File: config.mk
export PLATFORM = sky130hd
export DESIGN_NAME = spread_tx
export DESIGN_NICKNAME = d
export VERILOG_FILES = /design/src/rtl/spread_tx.sv
export SDC_FILE = /design/constraint.sdc
export NUM_CORES = 1
export LEC_CHECK = 0
export ABC_AREA = 0
export BUFFER_PORTS_ARGS = -buffer_cell sky130_fd_sc_hd__buf_2
export CELL_PAD_IN_SITES_DETAIL_PLACEMENT = 0
export CELL_PAD_IN_SITES_GLOBAL_PLACEMENT = 1
export CORE_ASPECT_RATIO = 0.6
export CORE_UTILIZATION = 30
export DETAILED_ROUTE_END_ITERATION = 16
export GPL_TIMING_DRIVEN = 1
export PLACE_DENSITY = 0.57
export SETUP_SLACK_MARGIN = 0.5
export SYNTH_ARGS = -nofsm -noshare
export SYNTH_HDL_FRONTEND = slang
export SYNTH_SLANG_ARGS = --single-unit
File: constraint.sdc
create_clock -name clk -period 2.26 [get_ports clk]
set_input_delay 0.226 -clock clk [delete_from_list [all_inputs] [get_ports clk]]
set_output_delay 0.226 -clock clk [all_outputs]
set_load 0.02 [all_outputs]
File: src/rtl/spread_tx.sv
// spread_tx -- direct-sequence spreader for a serial LVDS chip stream.
//
// Each accepted payload bit is XORed with one full period (L = 2^W-1 chips)
// of a Fibonacci-style PN code; every chip is held for CHIP_DIV clocks.
//
// Ports:
//   clk        : single clock, rising edge
//   rst        : asynchronous reset, active low
//   data_valid : data_bit is offered
//   data_bit   : payload bit to spread
//   data_ready : block accepts data_bit this cycle
//   tx_out     : registered chip stream
//   chip_stb   : pulse on the first cycle of every chip
//   epoch      : pulse on the first cycle of chip 0 of a code period
//   busy       : high while a payload bit is being sent
//
// Build option: define SPREAD_TX_IDLE_CARRIER_EN to free-run the code with
// data 0 while idle, so that payload bits always start on a code epoch.
module spread_tx #(
  parameter int                    CHIP_DIV   = 48,
  parameter int                    LFSR_WIDTH = 10,
  parameter logic [LFSR_WIDTH-1:0] TAPS       = LFSR_WIDTH'(10'h240),
  parameter logic [LFSR_WIDTH-1:0] SEED       = LFSR_WIDTH'(1)
) (
  input  logic clk,
  input  logic rst,
  input  logic data_valid,
  input  logic data_bit,
  output logic data_ready,
  output logic tx_out,
  output logic chip_stb,
  output logic epoch,
  output logic busy
);

  localparam int W  = LFSR_WIDTH;
  localparam int L  = (1 << W) - 1;
  localparam int DW = $clog2(CHIP_DIV);

`ifdef SPREAD_TX_IDLE_CARRIER_EN
  localparam bit IDLE_CARRIER = 1'b1;
`else
  localparam bit IDLE_CARRIER = 1'b0;
`endif

  typedef enum logic {IDLE, SEND} state_t;

  state_t         state_q, state_d;
  logic [W-1:0]   lfsr_q, lfsr_d;
  logic [DW-1:0]  div_q, div_d;
  logic [W-1:0]   chip_q, chip_d;
  logic           bit_q, bit_d;
  logic           tx_out_q, tx_out_d;
  logic           chip_stb_q, chip_stb_d;
  logic           epoch_q, epoch_d;
  // Keeps data_ready low on the first cycle after reset release.
  logic           init_q, init_d;

  logic           wrap, last, run, accept;
  logic [W-1:0]   lfsr_step;

  assign wrap      = (div_q == DW'(CHIP_DIV - 1));
  assign last      = wrap && (chip_q == W'(L - 1));
  assign lfsr_step = {lfsr_q[W-2:0], ^(lfsr_q & TAPS)};
  // Code generator advances while sending, or always with the idle carrier.
  assign run       = (state_q == SEND) || IDLE_CARRIER;
  assign accept    = data_valid && data_ready;
  assign init_d    = 1'b1;

  // State register
  always_ff @(posedge clk or negedge rst) begin
    if (!rst) state_q <= IDLE;
    else      state_q <= state_d;
  end

  // Next-state logic
  always_comb begin
    state_d = state_q;
    case (state_q)
      IDLE:    if (accept) state_d = SEND;
      SEND:    if (last && !accept) state_d = IDLE;
      default: state_d = IDLE;
    endcase
  end

  // FSM outputs
  always_comb begin
    data_ready = 1'b0;
    if (init_q) begin
      if (state_q == IDLE) data_ready = IDLE_CARRIER ? last : 1'b1;
      else                 data_ready = last;
    end
  end

  assign busy = (state_q == SEND);

  // Datapath: code generator, counters and the registered chip output
  always_comb begin
    lfsr_d     = lfsr_q;
    div_d      = div_q;
    chip_d     = chip_q;
    bit_d      = bit_q;
    tx_out_d   = tx_out_q;
    chip_stb_d = 1'b0;
    epoch_d    = 1'b0;
    if (accept) begin
      // Restart the code from the seed; first chip shows up next cycle.
      lfsr_d     = SEED;
      div_d      = '0;
      chip_d     = '0;
      bit_d      = data_bit;
      tx_out_d   = SEED[W-1] ^ data_bit;
      chip_stb_d = 1'b1;
      epoch_d    = 1'b1;
    end else if (run) begin
      if (wrap) begin
        lfsr_d = lfsr_step;
        div_d  = '0;
        chip_d = last ? '0 : chip_q + W'(1);
        if (state_d == IDLE) bit_d = 1'b0;
        if (state_d == SEND || IDLE_CARRIER) begin
          tx_out_d   = lfsr_step[W-1] ^ bit_d;
          chip_stb_d = 1'b1;
          epoch_d    = last;
        end else begin
          tx_out_d = 1'b0;
        end
      end else begin
        div_d = div_q + DW'(1);
      end
    end else begin
      tx_out_d = 1'b0;
    end
  end

  always_ff @(posedge clk or negedge rst) begin
    if (!rst) begin
      lfsr_q     <= SEED;
      div_q      <= '0;
      chip_q     <= '0;
      bit_q      <= 1'b0;
      tx_out_q   <= 1'b0;
      chip_stb_q <= 1'b0;
      epoch_q    <= 1'b0;
      init_q     <= 1'b0;
    end else begin
      lfsr_q     <= lfsr_d;
      div_q      <= div_d;
      chip_q     <= chip_d;
      bit_q      <= bit_d;
      tx_out_q   <= tx_out_d;
      chip_stb_q <= chip_stb_d;
      epoch_q    <= epoch_d;
      init_q     <= init_d;
    end
  end

  assign tx_out   = tx_out_q;
  assign chip_stb = chip_stb_q;
  assign epoch    = epoch_q;

endmodule
==> impl_metrics.py, run 1 <==
metrics = {
    "drt": {
        "antenna_left": 0,
        "wl_per_cell_um": 15.3,
        "via_per_inst": 5.22,
        "drt_first_pass_iters": 4,
        "drt-total-wl_um": 3750,
        "first_iter_violations": 54,
        "drc": 0,
        "num_vias": 1279,
    },
    "cts": {
        "clk_latency_ps": 290,
        "clock-sinks": 32,
        "cts_tree": "yes",
        "h-tree-depth": 2,
        "clk_pin_slew_ps": 70,
        "cts_made_buffers": 5,
        "clockBufferDepth": 2,
        "cts-root-buf": "clkbuf_8",
        "postCtsHoldBufs": 0,
    },
    "layout": {
        "fin_util_pct": 42.8,
        "antenna_cells": 0,
        "stdcell_area_sq_um": 2040,
        "final_layout_size_suffix_gt1_share_pct": 30.8,
        "area_delta_synth_final_pct": 31.1,
        "nets": 188,
    },
    "synthesis": {
        "synthMuxAreaShare_pct": 0,
        "synth_most_common_cell": "dfrtp_1",
        "ys_warn_count": 0,
        "synth_area_leaders": "dfrtp_1 50%, a22o_1 6.2%, o21ai_0 3.9%, nand2_1 3.4%, a31oi_1 2.8%",
        "async_reset_ff_share_pct": 100,
        "synth_top_family_by_area": "compound AO/OA/AOI/OAI gates",
        "yosys.area.top_type": "dfrtp_1",
        "synthXorXnorAreaFrac_pct": 1.69,
        "avgSynthCellArea_sq_um": 10.5,
        "yosysSeqAreaShare_pct": 51.4,
        "synth_common_cells": "31 x dfrtp_1, 14 x nand2_1, 12 x o21ai_0",
        "ys.flop_type": "dfrtp_1",
        "netlist-cell-type-count": 44,
        "synth_top_area_share_pct": 49.8,
        "synth_fa_ha_area_share_pct": 2.41,
        "synthCells": 149,
        "ys_ff_latch": 32,
        "syn-cell-area_sq_um": 1560,
        "synth_edf_count": 0,
        "synth-simple-area-share_pct": 18.1,
        "synthesis.nets": 156,
        "synth_compound_area_share_pct": 22.0,
    },
    "min_path": {
        "hp-class": "in2async",
    },
    "setup_path": {
        "critPathTopFamily": "simple AND/OR/NAND/NOR gates",
        "path_cells": "ha_2, nand4b_1, or4_4, nand2_4, and2_4, buf_6",
        "start_kind": "flip-flop",
        "cpPeakStageDelay_ps": 560,
        "path_class": "reg2out",
        "crit_buf_inv": 1,
        "critical-path-slowest-cell": "or4_4",
        "worst-path-max-fanout": 2,
        "cp.required_ps": 2030,
        "crit_arrival_ps": 1870,
        "endpoint_kind": "output pin",
    },
    "sta": {
        "slew_headroom_pct": 52.0,
        "max_freq_mhz": 477,
        "fin_setup_tns_ps": 0,
        "worst_pin_slew_ps": 720,
        "setup_ws_ps": 163,
        "hold_viol": 23,
        "slew_violations": 0,
        "setup_viol": 0,
        "fin_hold_ws_ps": -12.9,
        "rsz0062_at_grt": "yes",
        "period_needed_ps": 2100,
        "period_share_pct": 92.8,
        "skew_ps": 3.71,
    },
    "place": {
        "place_area_sq_um": 1680,
        "dp_worst_setup_slack_ps": 235,
        "place.gp.congestion": 0.776,
        "portBuffers": 8,
        "hpwl_um": 2400,
    },
    "floorplanning": {
        "row_count": 19,
        "dieArea_sq_um": 5500,
        "start_util_pct": 32.6,
        "fp.dieH_um": 57.8,
        "core_region_area_sq_um": 4780,
        "pin_count": 9,
        "die_w_um": 95.1,
    },
    "global_route": {
        "antenna_found_initial": 0,
        "grt_max_degree": 33,
        "grt_pass1_vias": 1212,
        "grt_use_total_pct": 15.2,
        "grt_pass1_wl_um": 6180,
        "grt_overflow_total": 0,
    },
    "power_and_ir_drop": {
        "ir_worst_vdd_v": 0.000256,
        "power.leakage_nw": 0.898,
        "p_per_area_nw_per_um2": 513,
    },
    "status": {
        "status": "complete, but fails checks",
        "violations": "hold timing",
    },
    "flow_run": {
        "drv_cap": 0,
    },
}
==> cell type report <==
cell class | count | area [sq um]
multi-input combinational | 103 | 797
clock inverter | 2 | 10.0
clock buffer | 6 | 82.6
sequential | 32 | 802
timing repair buffer | 30 | 239
tap | 63 | 78.8
fill | 462 | 2740
inverter | 9 | 33.8
==> cell families (layout without fill, tap and decap cells) <==
| logic type | count (synthesis) | count (layout) |
|---|---|---|
| AO/OA/AOI/OAI | 48 | 48 |
| other | 1 | 1 |
| adder cells (fa/ha/maj) | 3 | 3 |
| XOR/XNOR | 3 | 3 |
| buffers and inverters | 14 | 47 |
| AND/OR/NAND/NOR | 48 | 48 |
| flip-flops | 32 | 32 |
==> registers in the layout, summed over array words and instances, names as in the netlist <==
name      flops
chip_q       10
lfsr_q       10
div_q         6
bit_q         1
busy          1
chip_stb      1
epoch         1
init_q        1
tx_out        1
==> layout by cell type (no fill, tap or decap), types with 2 or more instances in the layout <==
| master | synthesis | routed |
|---|---|---|
| xnor2_1 | 2 | 2 |
| a31oi_1 | 7 | 4 |
| dfrtp_1 | 31 | 31 |
| inv_1 | 9 | 8 |
| a21oi_1 | 4 | 4 |
| o21ai_0 | 12 | 7 |
| nor4_1 | 3 | 3 |
| nand3b_1 | 2 | 2 |
| o21ai_1 | 0 | 5 |
| buf_2 | 1 | 7 |
| buf_4 | 1 | 17 |
| or4_1 | 5 | 5 |
| clkinv_2 | 0 | 2 |
| nand3_1 | 5 | 4 |
| a22o_1 | 11 | 11 |
| o21a_1 | 2 | 2 |
| clkbuf_8 | 0 | 6 |
| nand4_1 | 2 | 2 |
| o311ai_0 | 2 | 2 |
| o31ai_1 | 3 | 3 |
| buf_6 | 1 | 5 |
| nand2_1 | 14 | 13 |
| nor2_1 | 4 | 3 |
| ha_1 | 3 | 2 |
| a31oi_4 | 0 | 4 |
==> metal layers <==
layer | up-vias | track usage, % | wire length, um
met2 | 23 | 18.4 | 1510
met1 | 623 | 24.5 | 2040
met3 | 7 | 3.94 | 143
met4 | 0 | 6.49 | 55
li1 | 626 | - | -
met5 | - | 0 | 0
==> what timing repair did <==
item | CTS | global route
hold endpoints to repair | 0 | 0
pin swaps | 4 | 6
setup endpoints to repair | 25 | 27
gates resized for setup | 6 | 23
setup buffers | 8 | 10
==> where the power goes <==
part           switching [mW]  internal, mW  leakage [nW]  total [mW]
Sequential            0.00202         0.574         0.395       0.576
Clock                   0.212         0.243        0.0510       0.455
Combinational          0.0147       0.00230         0.452      0.0170
==> worst paths after layout <==
check / slack [ps] / from / depth (start not counted) / to
setup / recovery: 160 / div_q[0]$_DFFE_PN0P_ / 6 / data_ready
hold / removal: -10 / rst / 1 / lfsr_q[5]$_DFFE_PN0P_
setup reg to reg: 180 / div_q[0]$_DFFE_PN0P_ / 8 / bit_q$_DFFE_PN0P_
hold reg to reg: 490 / lfsr_q[7]$_DFFE_PN0P_ / 1 / lfsr_q[8]$_DFFE_PN0P_
max in group asynchronous: 1810 / rst / 1 / chip_q[3]$_DFFE_PN0P_
min in group clk: 190 / data_bit / 2 / bit_q$_DFFE_PN0P_
==> stage by stage <==
step | instances | power [mW]
6_report | 245 | 1.05
5_1_grt | 245 | 1.09
4_1_cts | 235 | 1.06
3_5_place_dp | 219 | 0.604
3_3_place_gp | 219 | 0.603
2_1_floorplan | 149 | 0.587
(Power assumes the default switching activity.)
==> run 2: changes to the inputs <==
--- a/config.mk
+++ b/config.mk
@@ -11,6 +11,7 @@
 export CELL_PAD_IN_SITES_GLOBAL_PLACEMENT = 1
 export CORE_ASPECT_RATIO = 0.6
 export CORE_UTILIZATION = 30
+export CTS_BUF_LIST = sky130_fd_sc_hd__clkbuf_16
 export DETAILED_ROUTE_END_ITERATION = 16
 export GPL_TIMING_DRIVEN = 1
 export PLACE_DENSITY = 0.57
==> impl_metrics.py, run 2 (synthesis gave the netlist of run 1 again) <==
metrics = {
    "power_and_ir_drop": {
        "power.leakage_nw": 0.935,
        "ir_worst_vdd_v": 0.000302,
        "p_per_area_nw_per_um2": 588,
    },
    "layout": {
        "layout_commonest_cell": "dfrtp_1",
        "largestRegisters": "chip_q: 10 flops, lfsr_q: 10 flops, div_q: 6 flops",
        "fin_util_pct": 43.9,
        "nets": 190,
        "area_delta_synth_final_pct": 34.7,
        "layout_common_cells": "31 x dfrtp_1, 17 x buf_4, 13 x nand2_1, 11 x a22o_1, 9 x o21ai_0",
        "antenna_cells": 0,
        "final_layout_size_suffix_gt1_share_pct": 33.7,
        "fin_cells": 247,
        "fillers": 458,
    },
    "floorplanning": {
        "dieArea_sq_um": 5500,
        "die_w_um": 95.1,
        "fp.dieH_um": 57.8,
        "pin_count": 9,
        "start_util_pct": 32.6,
        "core_region_area_sq_um": 4780,
        "row_count": 19,
    },
    "setup_path": {
        "reg2reg_to": "bit_q$_DFFE_PN0P_",
        "worst-path-max-fanout": 3,
        "crit_buf_inv": 2,
        "path_class": "reg2out",
        "endpoint_kind": "output pin",
        "reg2reg_depth": 8,
        "critical-path-slowest-cell": "or4_4",
        "worst-r2r-setup-slack_ps": 240,
        "crit_arrival_ps": 1880,
        "path_cells": "inv_2, ha_1, nand4_1, or4_4, nand2_2, and2_4, buf_6",
        "critPathTopFamily": "simple AND/OR/NAND/NOR gates",
        "r2r_start": "chip_q[0]$_DFFE_PN0P_",
        "cpPeakStageDelay_ps": 480,
        "startpoint": "chip_q[0]$_DFFE_PN0P_",
        "cp.required_ps": 2030,
        "start_kind": "flip-flop",
    },
    "drt": {
        "first_iter_violations": 77,
        "drt_first_pass_iters": 4,
        "num_vias": 1309,
        "via_per_inst": 5.30,
        "drc": 0,
        "drt-total-wl_um": 3880,
        "wl_per_cell_um": 15.7,
        "antenna_left": 0,
    },
    "global_route": {
        "grt_pass1_vias": 1201,
        "antenna_found_initial": 0,
        "grt_max_degree": 33,
        "grt_overflow_total": 0,
        "grt_use_total_pct": 15.3,
        "grt_pass1_wl_um": 6150,
    },
    "sta": {
        "hold_viol": 0,
        "period_needed_ps": 2110,
        "period_share_pct": 93.4,
        "setup_viol": 0,
        "fin_hold_ws_ps": 0.417,
        "slew_violations": 0,
        "slew_headroom_pct": 52.4,
        "rsz0062_at_grt": "yes",
        "max_freq_mhz": 474,
        "fin_setup_tns_ps": 0,
        "skew_ps": 3.98,
        "worst_pin_slew_ps": 713,
    },
    "min_path": {
        "hp-class": "in2async",
    },
    "place": {
        "place_inst": 219,
        "hpwl_um": 2400,
        "portBuffers": 8,
        "place.gp.congestion": 0.776,
    },
    "cts": {
        "clk_pin_slew_ps": 50,
        "cts_made_buffers": 5,
        "clockBufferDepth": 2,
        "clock-sinks": 32,
        "postCtsHoldBufs": 0,
        "cts-root-buf": "clkbuf_16",
        "h-tree-depth": 2,
        "clk_latency_ps": 280,
        "cts_tree": "yes",
    },
    "status": {
        "status": "finished clean",
    },
    "flow_run": {
        "drv_cap": 0,
    },
}
[run 2: cell count changes in the layout (fill, tap and decap cells not counted), moves of 2 or more]
cell | before | now
o21ai_2 | 0 | 2
a31oi_2 | 0 | 2
clkbuf_16 | 0 | 5
o21ai_0 | 7 | 9
buf_6 | 5 | 7
clkbuf_8 | 6 | 0
or4_4 | 1 | 4
a31oi_4 | 4 | 1
or4_1 | 5 | 2
o21ai_1 | 5 | 1
[run 2: layout make-up]
type                    count  area [sq um]  share of cell area (%)
repair buffers             32           262                    12.5
multi-input cells         103           785                    37.4
flip-flops and latches     32           802                    38.2
clock inverters             3          13.8                   0.656
clock buffers               5           125                    5.96
well taps                  63          78.8                    3.75
inverters                   9          33.8                    1.61
[run 2: metal layers]
layer  routed length, um  GRT usage, %
met4                  40          7.79
met3                 102          3.94
met2                1610          18.4
met5                   0             0
met1                2130          24.1
[run 2: worst reg2reg max path, delay by kind of cell, from the launching register on]
kind,cells,cell delay (ps)
and+or+nand+nor,2,640
AOI/OAI and AO/OA,2,370
adders and majority gates,1,150
buffers and inverters,3,360
DFF,1,400
[run 2: timing repair]
action,4_1_cts,5_1_grt
setup buffers,5,15
cloned,0,0
pin swaps,2,3
endpoints found under the setup margin,25,26
resized for setup,3,27
[run 2: per-stage QoR]
step | worst slack, ps | total power [mW] | cell area (sq um)
finish | 150 | 1.23 | 2100
global route | 69.3 | 1.27 | 2100
CTS | 125 | 1.25 | 1870
detailed placement | 235 | 0.604 | 1680
global placement | 276 | 0.603 | 1680
floorplan | 481 | 0.587 | 1570
[run 2: worst max path at each step]
stage                             to  cells past startpoint  slack [ps]
2_1_floorplan             data_ready                      6         480
3_3_place_gp              data_ready                      6         280
3_5_place_dp   lfsr_q[8]$_DFFE_PN0P_                      5         240
4_1_cts                   data_ready                      6         120
5_1_grt                   data_ready                      7          70
6_report                  data_ready                      7         150
[run 2: where the power goes]
group	switching [mW]	internal [mW]	total (mW)	leakage (nW)
clock	0.241	0.399	0.641	0.0710
sequential	0.00197	0.575	0.577	0.395
combinational	0.0145	0.00230	0.0168	0.469
total	0.258	0.976	1.23	0.935
